## config.mk

```make
export PLATFORM = sky130hd
export DESIGN_NAME = pipeline_input_buffer
export DESIGN_NICKNAME = d
export VERILOG_FILES = /design/src/rtl/pipeline_input_buffer.sv
export SDC_FILE = /design/constraint.sdc
export NUM_CORES = 1
export LEC_CHECK = 0
export BUFFER_PORTS_ARGS = -buffer_cell sky130_fd_sc_hd__buf_2
export CORE_ASPECT_RATIO = 0.9
export CORE_MARGIN = 2
export CORE_UTILIZATION = 42
export CTS_BUF_LIST = sky130_fd_sc_hd__clkbuf_8
export DETAILED_ROUTE_END_ITERATION = 12
export MAX_ROUTING_LAYER = met4
export PLACE_DENSITY = 0.66
export SYNTH_ARGS = -nofsm -noshare
export SYNTH_HDL_FRONTEND = slang
export SYNTH_HIERARCHICAL = 1
export SYNTH_SLANG_ARGS = --single-unit
```

## constraint.sdc

```tcl
create_clock -name clk -period 3.1 [get_ports clk]
set_clock_uncertainty 0.2 [all_clocks]
set_input_delay 0.62 -clock clk [delete_from_list [all_inputs] [get_ports clk]]
set_output_delay 0.62 -clock clk [all_outputs]
set_load 0.01 [all_outputs]
```

## src/rtl/pipeline_input_buffer.sv

```systemverilog
// Dual-channel first-word-fall-through input queue feeding pipeline_wrapped.
// Each channel is an independent FIFO; the top only shares the saturating flush-drop counter.

module pipeline_input_buffer_chan #(
    parameter int DATA_W = 32,
    parameter int DEPTH  = 4,
    localparam int PTR_W = $clog2(DEPTH),
    localparam int CNT_W = PTR_W + 1
) (
    input  logic              clk_i,
    input  logic              rst_i,
    input  logic [DATA_W-1:0] data_i,
    input  logic              valid_i,
    output logic              ready_o,
    input  logic              stall_i,
    input  logic              flush_i,
    output logic [DATA_W-1:0] head_o,
    output logic              offer_o,
    output logic [CNT_W-1:0]  count_o
);
    logic [DATA_W-1:0] mem_q [DEPTH];
    logic [PTR_W-1:0]  wr_q, wr_d, rd_q, rd_d;
    logic [CNT_W-1:0]  cnt_q, cnt_d;
    logic              push, pop, nonempty;

    assign nonempty = (cnt_q != '0);
    // Ready ignores the same-cycle pop: a full queue refuses even while draining.
    assign ready_o  = ~rst_i & (cnt_q < CNT_W'(DEPTH)) & ~flush_i;
    assign push     = valid_i & ready_o;
    assign offer_o  = nonempty & ~stall_i & ~flush_i;
    assign pop      = offer_o;
    assign head_o   = nonempty ? mem_q[rd_q] : '0;
    assign count_o  = cnt_q;

    always_comb begin
        wr_d  = wr_q;
        rd_d  = rd_q;
        cnt_d = cnt_q;
        if (flush_i) begin
            wr_d  = '0;
            rd_d  = '0;
            cnt_d = '0;
        end else begin
            if (push) wr_d = wr_q + PTR_W'(1);
            if (pop)  rd_d = rd_q + PTR_W'(1);
            case ({push, pop})
                2'b10:   cnt_d = cnt_q + CNT_W'(1);
                2'b01:   cnt_d = cnt_q - CNT_W'(1);
                default: cnt_d = cnt_q;
            endcase
        end
    end

    always_ff @(posedge clk_i or posedge rst_i) begin
        if (rst_i) begin
            wr_q  <= '0;
            rd_q  <= '0;
            cnt_q <= '0;
        end else begin
            wr_q  <= wr_d;
            rd_q  <= rd_d;
            cnt_q <= cnt_d;
        end
    end

    // Storage needs no reset: the head is masked to zero whenever the count is zero.
    always_ff @(posedge clk_i) begin
        if (push) mem_q[wr_q] <= data_i;
    end
endmodule

module pipeline_input_buffer #(
    parameter int DATA_W = 32,
    parameter int DEPTH  = 4,
    localparam int CNT_W = $clog2(DEPTH) + 1
) (
    input  logic              clk,
    input  logic              reset,
    input  logic [DATA_W-1:0] src1_data,
    input  logic              src1_valid,
    output logic              src1_ready,
    input  logic [DATA_W-1:0] src2_data,
    input  logic              src2_valid,
    output logic              src2_ready,
    input  logic              stall_1,
    input  logic              stall_2,
    input  logic              flush_1,
    input  logic              flush_2,
    output logic [DATA_W-1:0] pipeline1_inputs,
    output logic [DATA_W-1:0] pipeline2_inputs,
    output logic [1:0]        in_valid,
    output logic [CNT_W-1:0]  count1,
    output logic [CNT_W-1:0]  count2,
    output logic [7:0]        flush_drops
);
    localparam int SUM_W = CNT_W + 9;

    logic [7:0]       drops_q, drops_d;
    logic [SUM_W-1:0] drop_sum;

    pipeline_input_buffer_chan #(.DATA_W(DATA_W), .DEPTH(DEPTH)) u_ch1 (
        .clk_i(clk), .rst_i(reset),
        .data_i(src1_data), .valid_i(src1_valid), .ready_o(src1_ready),
        .stall_i(stall_1), .flush_i(flush_1),
        .head_o(pipeline1_inputs), .offer_o(in_valid[0]), .count_o(count1)
    );

    pipeline_input_buffer_chan #(.DATA_W(DATA_W), .DEPTH(DEPTH)) u_ch2 (
        .clk_i(clk), .rst_i(reset),
        .data_i(src2_data), .valid_i(src2_valid), .ready_o(src2_ready),
        .stall_i(stall_2), .flush_i(flush_2),
        .head_o(pipeline2_inputs), .offer_o(in_valid[1]), .count_o(count2)
    );

    // Wide enough that two full channels plus 255 cannot wrap before saturation.
    always_comb begin
        drop_sum = SUM_W'(drops_q)
                 + (flush_1 ? SUM_W'(count1) : '0)
                 + (flush_2 ? SUM_W'(count2) : '0);
        drops_d  = (drop_sum > SUM_W'(255)) ? 8'hFF : drop_sum[7:0];
    end

    always_ff @(posedge clk or posedge reset) begin
        if (reset) drops_q <= '0;
        else       drops_q <= drops_d;
    end

    assign flush_drops = drops_q;
endmodule

```

==> results of run 1 <==
## worst max-delay path: cells and delay by family (launching register included)
family | cells | cell delay (ns)
buf+inv | 2 | 0.38
flops | 1 | 0.51
mux | 1 | 0.51
simple gates | 1 | 0.16
## metrics by stage
stage          setup WS (ns)  hold WS [ns]
6_report              0.1584       0.08557
5_1_grt              0.05463       0.05577
4_1_cts              0.02818       0.04480
3_5_place_dp         0.07564        0.3815
3_3_place_gp          0.1627        0.3673
2_1_floorplan         0.3448        0.2234
## layout make-up
cell class / count / area share (%)
well taps: 348 / 3.232
diodes: 3 / 0.05573
flip-flops and latches: 278 / 61.19
clock inverters: 31 / 1.830
repair buffers: 183 / 8.304
inverters: 10 / 0.2787
clock buffers: 45 / 4.598
multi-input cells: 242 / 20.51
## worst min-delay path by stage
stage	startpoint	to	slack, ns	cells past startpoint
floorplan	reset	u_ch1/count_o[0]$_DFFE_PP0P_	0.22	1
global placement	flush_drops[7]$_DFF_PP0_	flush_drops[7]$_DFF_PP0_	0.37	1
detailed placement	flush_drops[7]$_DFF_PP0_	flush_drops[7]$_DFF_PP0_	0.38	1
CTS	src2_data[1]	u_ch2/mem_q[3][1]$_DFFE_PP_	0.04	1
global route	src2_data[1]	u_ch2/mem_q[3][1]$_DFFE_PP_	0.06	1
finish	src2_data[1]	u_ch2/mem_q[3][1]$_DFFE_PP_	0.09	1
## placed cells by master (no fill, tap or decap), types with 3 or more instances in the layout
cell and n:
edfxtp_1 256, buf_2 153, nor2b_1 65, mux4_2 64, clkbuf_8 45, dfrtp_1 20
buf_4 19, inv_1 18, ha_1 12, nand2_1 10, buf_12 10, clkinv_1 9
nor2_1 9, and2_1 8, clkinv_2 8, xnor2_1 6, fa_1 6, nor3_1 6
nand3_1 4, a21oi_1 4, o21ai_0 4, or2_2 4, bufinv_16 4, and2_2 4
diode_2 3, nand2b_1 3, mux2_1 3
## power breakdown
part           internal (mW)  total, mW  switching (mW)
combinational          0.893       1.88           0.992
clock                   1.69       3.07            1.38
sequential              4.24       4.35           0.109
total                   6.83       9.31            2.48
## sequential cells by signal, summed over array words and instances (netlist names)
signal         count
flush_drops        8
u_ch2/count_o      3
u_ch1/mem_q      128
u_ch2/wr_q         2
u_ch1/rd_q         2
u_ch1/wr_q         2
u_ch1/count_o      3
u_ch2/rd_q         2
u_ch2/mem_q      128
## timing repair
action	in CTS	in global routing
setup endpoints to repair	14	12
pin swaps	0	0
setup buffers	0	7
hold buffers	1	0
endpoints found under the hold margin	22	0
resized for setup	1	0
## layer usage
layer	wire length, um	vias to the layer above	track usage, %
met2	10930	199	26.16
met3	1583	48	4.262
li1	-	2603	-
met5	0	-	-
met4	467	0	5.034
met1	8759	2970	19.84
## cell usage after synthesis, types with 3 or more instances
library cell | number | area share (%)
buf_4 | 5 | 0.34
nor2_1 | 9 | 0.30
and2_1 | 12 | 0.67
mux2_1 | 3 | 0.30
nand2b_1 | 3 | 0.17
nor2b_1 | 65 | 3.6
ha_1 | 12 | 1.3
clkbuf_1 | 12 | 0.40
fa_1 | 6 | 1.1
inv_1 | 10 | 0.34
buf_6 | 4 | 0.40
xnor2_1 | 6 | 0.47
nor3_1 | 7 | 0.31
or2_2 | 4 | 0.22
o21ai_0 | 4 | 0.18
edfxtp_1 | 256 | 69
dfrtp_1 | 22 | 4.9
nand2_1 | 10 | 0.34
mux4_2 | 64 | 13
buf_2 | 7 | 0.31
nand3_1 | 4 | 0.18
a21oi_1 | 4 | 0.18
## cell families after synthesis
kind of cell | after synthesis
flip-flops | 278
AND/OR/NAND/NOR | 126
multiplexers | 70
buffers and inverters | 38
AO/OA/AOI/OAI | 20
adder cells (fa/ha/maj) | 18
XOR/XNOR | 8
==> summary.txt, run 1 <==
Status
  – Outcome: finished, final reports clean

STA
  – Tmin final: 2.942 ns
  – Tightest Pin Transition: 0.5048 ns
  – Fin crit share: 94.89%
  – Endpoints failing setup: 0
  – Fmax: 0.3400 GHz
  – Final TNS setup: 0 ns
  – Unrepaired setup endpoints after global routing: false
  – Slew Limit Fails: 0
  – Final hold violation count: 0
  – Slew headroom: 66.35%

Floorplanning
  – Die ar.: 27950 um2
  – Core area: 26140 um2
  – Die height: 158.8 um
  – Row cnt: 56
  – Die width: 176.0 um
  – Initial Util: 42.79%
  – I/O pin count: 154

Setup path
  – R2R depth: 8
  – Required time of the critical path: 2.28 ns
  – Crit-path slowest cell: dfrtp_4
  – CP max stage delay: 0.51 ns
  – Crit Path Class: register to output port
  – Worst-path fanout max: 18
  – Crit path launch type: register
  – Crit path DAT: 2.12 ns
  – Worst R2R Start: u_ch2/count_o[1]$_DFFE_PP0P_
  – CP Capture Type: output port
  – Cell Chain, Critical Path: buf_12 > mux4_2 > nor2b_1 > buf_2
  – Crit. Startpoint: u_ch1/rd_q[0]$_DFFE_PP0P_
  – Worst Setup EP: pipeline1_inputs[11]
  – RR Endpoint: flush_drops[7]$_DFF_PP0_
  – R2r setup slk: 0.38 ns

Logic synthesis
  – Synth async-reset ratio: 7.914%
  – Sequential fraction of the synthesis area: 73.65%
  – Adder-Cell Fraction of Synth Area: 2.416%
  – Syn_nets: 648
  – Yosys warnings: 6
  – Post-synthesis compound-gate area fraction: 1.175%
  – Post-synth EDFFs: 256
  – Mapped Area: 11180 um2
  – Avg Inst Size Synth: 20.04 um2
  – Synth Area in XOR/XNOR: 0.6265%
  – Synth cell types: 45
  – Synthesized instance count: 558
  – Flops & latches, synth: 278
  – Main synth FF type: edfxtp_1
  – Multiplexer share of the synthesized area: 13.51%
  – Largest family of logic cells by synthesized area: multiplexers
  – Simple-gate area share of the yosys netlist: 6.824%

Global routing
  – Vias in the first global route: 6167
  – Tot GR Track Use: 16.10%
  – Global-route wire length before repair: 33700 um
  – Pin count of the biggest net entering global routing: 38
  – Antenna violations before repair: 2
  – Grt total ovfl: 0

Finish
  – NumNets Final: 849
  – Reg area: 8243 um2
  – Cell area after layout: 13470 um2
  – Share of cells above drive strength 1: 41.32%
  – Synthesis-to-layout area growth: 20.44%
  – Fillcell total: 2103
  – Area of the multi-input gates: 2763 um2
  – Post-route insts no fill: 1140
  – Final core utilization: 51.54%

Route
  – Vias: 5820
  – Wirelength per Cell: 19.07 um
  – Routed WL: 21740 um
  – Drt pass-1 iters: 4
  – Via-per-instance ratio: 5.105
  – Iter 0 DRT Violations: 418
  – # DRC: 0
  – ANT nets after route: 0

Clocking
  – # clock sinks: 278
  – Reg clk slew, reported paths: 0.06 ns
  – CTS max path bufs: 3
  – Clk Tree Root Cell: clkbuf_8
  – Worst-Skew Late Latency: 0.54 ns
  – TritonCTS Buffers: 44
  – H-tree depth: 2
  – TritonCTS clock tree: built

Placed design
  – DP Wirelength: 13350 um
  – Placed Cells: 1053
  – Post-Place Cell Area: 12530 um2
  – GPL Wtd Cong: 0.7815
  – IO Port Bufs: 153

Power
  – PnR Total Power: 9.312 mW
  – Pwr dens: 691.3 nW/um2
  – Leakage: 4.840 nW
  – Max VDD drop: 0.0004654 V

Hold path
  – Tightest Hold Check Type: input port to register

Run
  – Number of max-cap violations: 0
(Power assumes the default switching activity.)
==> run 2: changes to the inputs <==
Settings changed: CTS_BUF_LIST sky130_fd_sc_hd__clkbuf_8 to unset.
==> run 2 against run 1 <==
Against the previous run: count of clock-buffer cells in the layout is 8 lower; register-to-register slack hardly changed; sequential cell count stayed put; routed wire length is 0.51% lower; core utilization is 0.29 points higher; highest routed layer unchanged; first-iteration DRC count is 2.6% higher; hold slack better by 0.0040 ns; setup slack better by 0.0015 ns.
==> summary.txt, run 2 (synthesis gave the netlist of run 1 again) <==
Status
  – Outcome: finished, final reports clean

Global routing
  – Vias in the first global route: 6066
  – Antenna violations before repair: 2
  – Tot GR Track Use: 15.91%
  – Global-route wire length before repair: 33550 um
  – Grt total ovfl: 0
  – Pin count of the biggest net entering global routing: 38

STA
  – Final hold violation count: 0
  – Tmin final: 2.940 ns
  – Endpoints failing setup: 0
  – Slew Limit Fails: 0
  – Final TNS setup: 0 ns
  – Tightest Pin Transition: 0.5008 ns
  – Slew headroom: 66.61%
  – Unrepaired setup endpoints after global routing: false
  – Fin crit share: 94.84%
  – Fmax: 0.3401 GHz

Floorplanning
  – Die height: 158.8 um
  – Die width: 176.0 um
  – Row cnt: 56
  – I/O pin count: 154
  – Die ar.: 27950 um2
  – Core area: 26140 um2
  – Initial Util: 42.79%

Route
  – Vias: 5695
  – Via-per-instance ratio: 5.098
  – Routed WL: 21630 um
  – # DRC: 0
  – ANT nets after route: 0
  – Drt pass-1 iters: 4
  – Wirelength per Cell: 19.36 um
  – Iter 0 DRT Violations: 429

Placed design
  – DP Wirelength: 13350 um
  – GPL Wtd Cong: 0.7815
  – Placed Cells: 1053
  – IO Port Bufs: 153

Setup path
  – RR Endpoint: flush_drops[7]$_DFF_PP0_
  – Crit-path slowest cell: mux4_2
  – CP Capture Type: output port
  – Crit Path Class: register to output port
  – CP max stage delay: 0.53 ns
  – R2R depth: 8
  – Cell Chain, Critical Path: buf_12 > mux4_2 > nor2b_1 > buf_2
  – R2r setup slk: 0.37 ns
  – Crit path DAT: 2.12 ns
  – Required time of the critical path: 2.28 ns
  – Worst-path fanout max: 18
  – Crit path launch type: register
  – Worst R2R Start: u_ch2/count_o[1]$_DFFE_PP0P_

Finish
  – Post-route insts no fill: 1117
  – Commonest cells after routing, fill and taps aside: edfxtp_1 (256), buf_2 (153), nor2b_1 (65), mux4_2 (64), clkbuf_16 (29)
  – Fillcell total: 2090
  – Share of cells above drive strength 1: 40.08%
  – Final core utilization: 51.83%
  – NumNets Final: 834
  – Synthesis-to-layout area growth: 21.11%
  – Commonest non-fill, non-tap cell in the layout: edfxtp_1
  – Area of the multi-input gates: 2763 um2
  – Reg area: 8243 um2

Power
  – Max VDD drop: 0.0005553 V
  – Pwr dens: 711.9 nW/um2
  – PnR Total Power: 9.643 mW
  – Leakage: 4.819 nW

Clocking
  – H-tree depth: 1
  – # clock sinks: 278
  – CTS max path bufs: 3
  – TritonCTS Buffers: 29
  – Clk Tree Root Cell: clkbuf_16
  – Reg clk slew, reported paths: 0.06 ns
  – Worst-Skew Late Latency: 0.54 ns
  – TritonCTS clock tree: built

Hold path
  – Hold Crit Start: src2_data[11]
  – Tightest Hold Check Type: input port to register
  – Worst hold stages: 1
  – Min-Delay Endpoint: u_ch2/mem_q[1][11]$_DFFE_PP_

Run
  – Number of max-cap violations: 0
==> run 2: cell count changes in the layout (fill, tap and decap cells not counted), sizes merged <==
cell / delta
clkbuf: -8
inv: -8
clkinv: -7
==> run 2: worst max path at each step <==
stage               slack, ns                       end                       from
global placement         0.16  flush_drops[7]$_DFF_PP0_                    flush_1
detailed placement       0.08  flush_drops[7]$_DFF_PP0_                    flush_1
CTS                      0.03       pipeline1_inputs[0]  u_ch1/rd_q[0]$_DFFE_PP0P_
floorplan                0.34  flush_drops[7]$_DFF_PP0_                    flush_1
global route             0.06       pipeline1_inputs[0]  u_ch1/rd_q[0]$_DFFE_PP0P_
finish                   0.16       pipeline1_inputs[0]  u_ch1/rd_q[0]$_DFFE_PP0P_
==> run 2: stage by stage <==
| stage | hold slack (ns) | instance area [um2] | setup WS, ns |
|---|---|---|---|
| after floorplan | 0.2234 | 11180 | 0.3448 |
| after detailed placement | 0.3815 | 12530 | 0.07564 |
| after global placement | 0.3673 | 12530 | 0.1627 |
| after global routing | 0.07306 | 13540 | 0.06345 |
| after CTS | 0.06071 | 13490 | 0.02588 |
| final | 0.08957 | 13550 | 0.1600 |
==> run 2: layout make-up <==
cell class                      count  area share, %
Clock inverter                     16          1.367
Inverter                           10         0.2771
Multi-Input combinational cell    242          20.40
Timing Repair Buffer              183          8.258
Clock buffer                       37          5.579
Antenna cell                        3        0.05542
Tap cell                          348          3.214
Sequential cell                   278          60.85
==> run 2: power by group <==
part	leakage [nW]	switching (mW)	internal, mW
logic	1.76	0.995	0.893
clock network	0.460	1.35	2.05
registers	2.60	0.109	4.24
==> run 2: metal layers <==
metal  vias to the layer above  global-route usage [%]  wire [um]
li1                       2568                       -          -
met1                      2915                   19.63       8741
met2                       184                   26.52      10990
met3                        28                   3.688       1422
met4                         0                   4.320        479
met5                         -                       -          0
==> run 2: what timing repair did <==
action	4_1_cts	5_1_grt
hold buffers	1	0
setup endpoints to repair	12	5
gates resized for setup	1	0
buffers inserted	0	7
hold endpoints to repair	14	0
==> run 2: worst max-delay path: cells and delay by family (launching register included) <==
kind,cells,cell delay (ns)
and+or+nand+nor,1,0.16
buffers and inverters,2,0.38
DFF,1,0.50
muxes,1,0.53
==> run 3: changes to the inputs <==
--- a/config.mk
+++ b/config.mk
@@ -7,2 +7,3 @@
 export LEC_CHECK = 0
+export ABC_AREA = 1
 export BUFFER_PORTS_ARGS = -buffer_cell sky130_fd_sc_hd__buf_2
--- a/constraint.sdc
+++ b/constraint.sdc
@@ -4,2 +4,2 @@
 set_output_delay 0.62 -clock clk [all_outputs]
-set_load 0.01 [all_outputs]
+set_load 0.05 [all_outputs]
==> run 3 against run 2 <==
Against the previous run: setup slack got worse by 0.010 ns; first-iteration DRC count rose by 19%; core utilization fell by 0.84 points; largest power group is now combinational cells.
==> summary.txt, run 3 <==
Finish
  – NumNets Final: 1213
  – Fillcell total: 2354
  – Share of cells above drive strength 1: 21.42%
  – Commonest cells after routing, fill and taps aside: nor2_1 (265), edfxtp_1 (256), buf_2 (152), o21ai_1 (74)
  – Cell area after layout: 13710 um2
  – Commonest non-fill, non-tap cell in the layout: nor2_1
  – Synthesis-to-layout area growth: 19.70%

Setup path
  – Required time of the critical path: 2.28 ns
  – CP Capture Type: output port
  – CP max stage delay: 0.49 ns
  – Crit path launch type: register
  – Crit path DAT: 2.13 ns
  – Worst path bufs/invs: 3
  – Crit Path Class: register to output port
  – R2r setup slk: 0.60 ns
  – Worst R2R Start: u_ch2/count_o[1]$_DFFE_PP0P_
  – Crit-path slowest cell: dfrtp_1
  – Cell Chain, Critical Path: nor2_1 > nand2_1 > inv_1 > buf_4 > a21oi_1 > buf_2
  – Worst-path fanout max: 32
  – RR Endpoint: flush_drops[5]$_DFF_PP0_
  – R2R depth: 10
  – Family with the most delay on the worst path: buffers and inverters

STA
  – Tightest Pin Transition: 0.6850 ns
  – Tmin final: 2.950 ns
  – Fmax: 0.3390 GHz
  – Final hold violation count: 0
  – Fin crit share: 95.16%
  – Slew headroom: 54.27%
  – Final TNS setup: 0 ns
  – Slew Limit Fails: 0
  – Unrepaired setup endpoints after global routing: false
  – Endpoints failing setup: 0

Logic synthesis
  – Sequential fraction of the synthesis area: 71.92%
  – Most common cell in the netlist: nor2_1
  – Area leader, netlist: edfxtp_1
  – Flops & latches, synth: 278
  – Mapped Area: 11450 um2
  – Main synth FF type: edfxtp_1
  – Post-synth EDFFs: 256
  – Yosys warnings: 6
  – Most frequent cells after synthesis: nor2_1 (275), edfxtp_1 (256), o21ai_1 (74)
  – Synth area leaders: edfxtp_1 (67%), nor2_1 (9.0%), dfrtp_1 (4.8%)
  – Synthesized instance count: 961
  – Synth top area share: 67.12%
  – Synth cell types: 23
  – Avg Inst Size Synth: 11.92 um2
  – Synth async-reset ratio: 7.914%
  – Syn_nets: 1051

Power
  – Sw frac: 42.07%
  – Int Power: 7.298 mW
  – Leakage: 5.245 nW
  – Share of power burned in registers: 35.3%
  – Sw Pwr: 5.301 mW
  – Clock share of power: 25.7%
  – Pwr dens: 919.0 nW/um2
  – Max VDD drop: 0.0007603 V
  – Logic pwr share: 39.0%

Floorplanning
  – Core area: 26890 um2
  – Die ar.: 28610 um2
  – Initial Util: 42.60%
  – Row cnt: 57
  – Die width: 178.1 um
  – Die height: 160.7 um
  – I/O pin count: 154

Hold path
  – Min-Delay Endpoint: u_ch2/mem_q[2][1]$_DFFE_PP_
  – Hold Crit Start: src2_data[1]
  – Worst hold stages: 1
  – Tightest Hold Check Type: input port to register

Global routing
  – Tot GR Track Use: 17.52%
  – Grt total ovfl: 0
  – Antenna violations before repair: 2
  – Vias in the first global route: 7328
  – Global-route wire length before repair: 38250 um
  – Pin count of the biggest net entering global routing: 65

Placed design
  – GPL Wtd Cong: 0.8250
  – IO Port Bufs: 153
  – DP Wirelength: 14470 um
  – Post-Place Cell Area: 12770 um2

Route
  – Met3 wire len: 934 um
  – # DRC: 0
  – Metal2 WL: 12120 um
  – Routed WL: 24390 um
  – Vias: 7443
  – ANT nets after route: 0
  – Iter 0 DRT Violations: 512
  – Via-per-instance ratio: 4.962
  – Met1 WL: 10820 um
  – DR top layer: met4
  – Wirelength per Cell: 16.26 um
  – Drt pass-1 iters: 8

Run
  – Number of max-cap violations: 0

Clocking
  – TritonCTS Buffers: 29
  – Reg clk slew, reported paths: 0.06 ns
  – TritonCTS clock tree: built
  – H-tree depth: 1
  – CTS max path bufs: 3
  – # clock sinks: 278
  – Clk Tree Root Cell: clkbuf_16
  – Worst-Skew Late Latency: 0.53 ns

Status
  – Outcome: finished, final reports clean
[run 3: cell types whose count changed in the layout (fill, tap and decap cells not counted), sizes merged, moves of 7 or more]
cell   previous run  this run
nand2            10        58
nor2             10       275
mux4             64         0
nor3              8         0
nor2b            65         0
o21ai             4       140
and2             13         0
nand3             4        15
buf             182       175
inv              12        55
a21oi             6        70
[run 3: timing repair]
action,CTS,global route
endpoints found under the setup margin,0,7
hold buffers,1,0
setup buffers,0,2
hold endpoints to repair,22,0
resized for setup,0,4
[run 3: power groups by stage]
stage	registers [mW]	clock network, mW	logic (mW)
3_5_place_dp	4.53	0	4.91
2_1_floorplan	4.75	0	3.48
6_report	4.44	3.24	4.91
4_1_cts	4.45	3.32	4.92
3_3_place_gp	4.52	0	4.84
5_1_grt	4.47	3.47	5.28
[run 3: layout make-up]
class | instances | area (um2) | share of cell area, %
flip-flops and latches | 278 | 8243 | 60.13
multi-input cells | 583 | 2813 | 20.52
repair buffers | 177 | 1112 | 8.114
clock buffers | 34 | 744.5 | 5.430
well taps | 354 | 442.9 | 3.231
inverters | 54 | 202.7 | 1.479
clock inverters | 18 | 146.4 | 1.068
diodes | 2 | 5.005 | 0.03651
[run 3: stage by stage]
stage          setup slack [ns]  instances  power [mW]  util [%]  hold WS [ns]
2_1_floorplan            0.1612        961       8.235         -        0.2316
3_3_place_gp             0.3157       1443       9.369     47.50        0.3427
3_5_place_dp             0.2571       1443       9.436     47.50        0.3539
4_1_cts                 0.02827       1496       12.70     50.85       0.05969
5_1_grt                 0.01985       1500       13.22     50.99       0.06554
6_report                 0.1500       1500       12.60     50.99       0.08320
[run 3: worst max path at each step]
stage | from | to | cells after the start
CTS | u_ch2/rd_q[0]$_DFFE_PP0P_ | pipeline2_inputs[15] | 6
detailed placement | flush_1 | flush_drops[5]$_DFF_PP0_ | 11
global route | u_ch1/count_o[2]$_DFFE_PP0P_ | pipeline1_inputs[26] | 6
finish | u_ch1/count_o[2]$_DFFE_PP0P_ | pipeline1_inputs[26] | 6
floorplan | reset | u_ch1/mem_q[0][0]$_DFFE_PP_ | 5
global placement | flush_1 | flush_drops[5]$_DFF_PP0_ | 11
[run 3: worst register-to-register path: cells and delay by family, from the launching register on]
family                   cells  cell delay, ns
AND/OR/NAND/NOR              5            0.41
flip-flops                   1            0.45
adder cells (fa/ha/maj)      3            1.13
XOR/XNOR                     1            0.15
buffers and inverters        1            0.04
[run 3: logic make-up (layout without fill, tap and decap cells)]
kind of cell    after synthesis  in the layout  synth area share (%)
compound gates              210            210                 9.307
simple gates                351            351                 12.02
flops                       278            278                 71.92
other cells                   0              2                     0
xor+xnor                      4              4                0.3059
fa+ha+maj                    18             18                 2.360
buf+inv                     100            283                 4.086
[run 3: layer usage]
metal	up-vias	track usage [%]
met5	-	-
li1	3649	-
met2	152	29.18
met3	39	2.273
met1	3603	22.85
met4	0	4.434
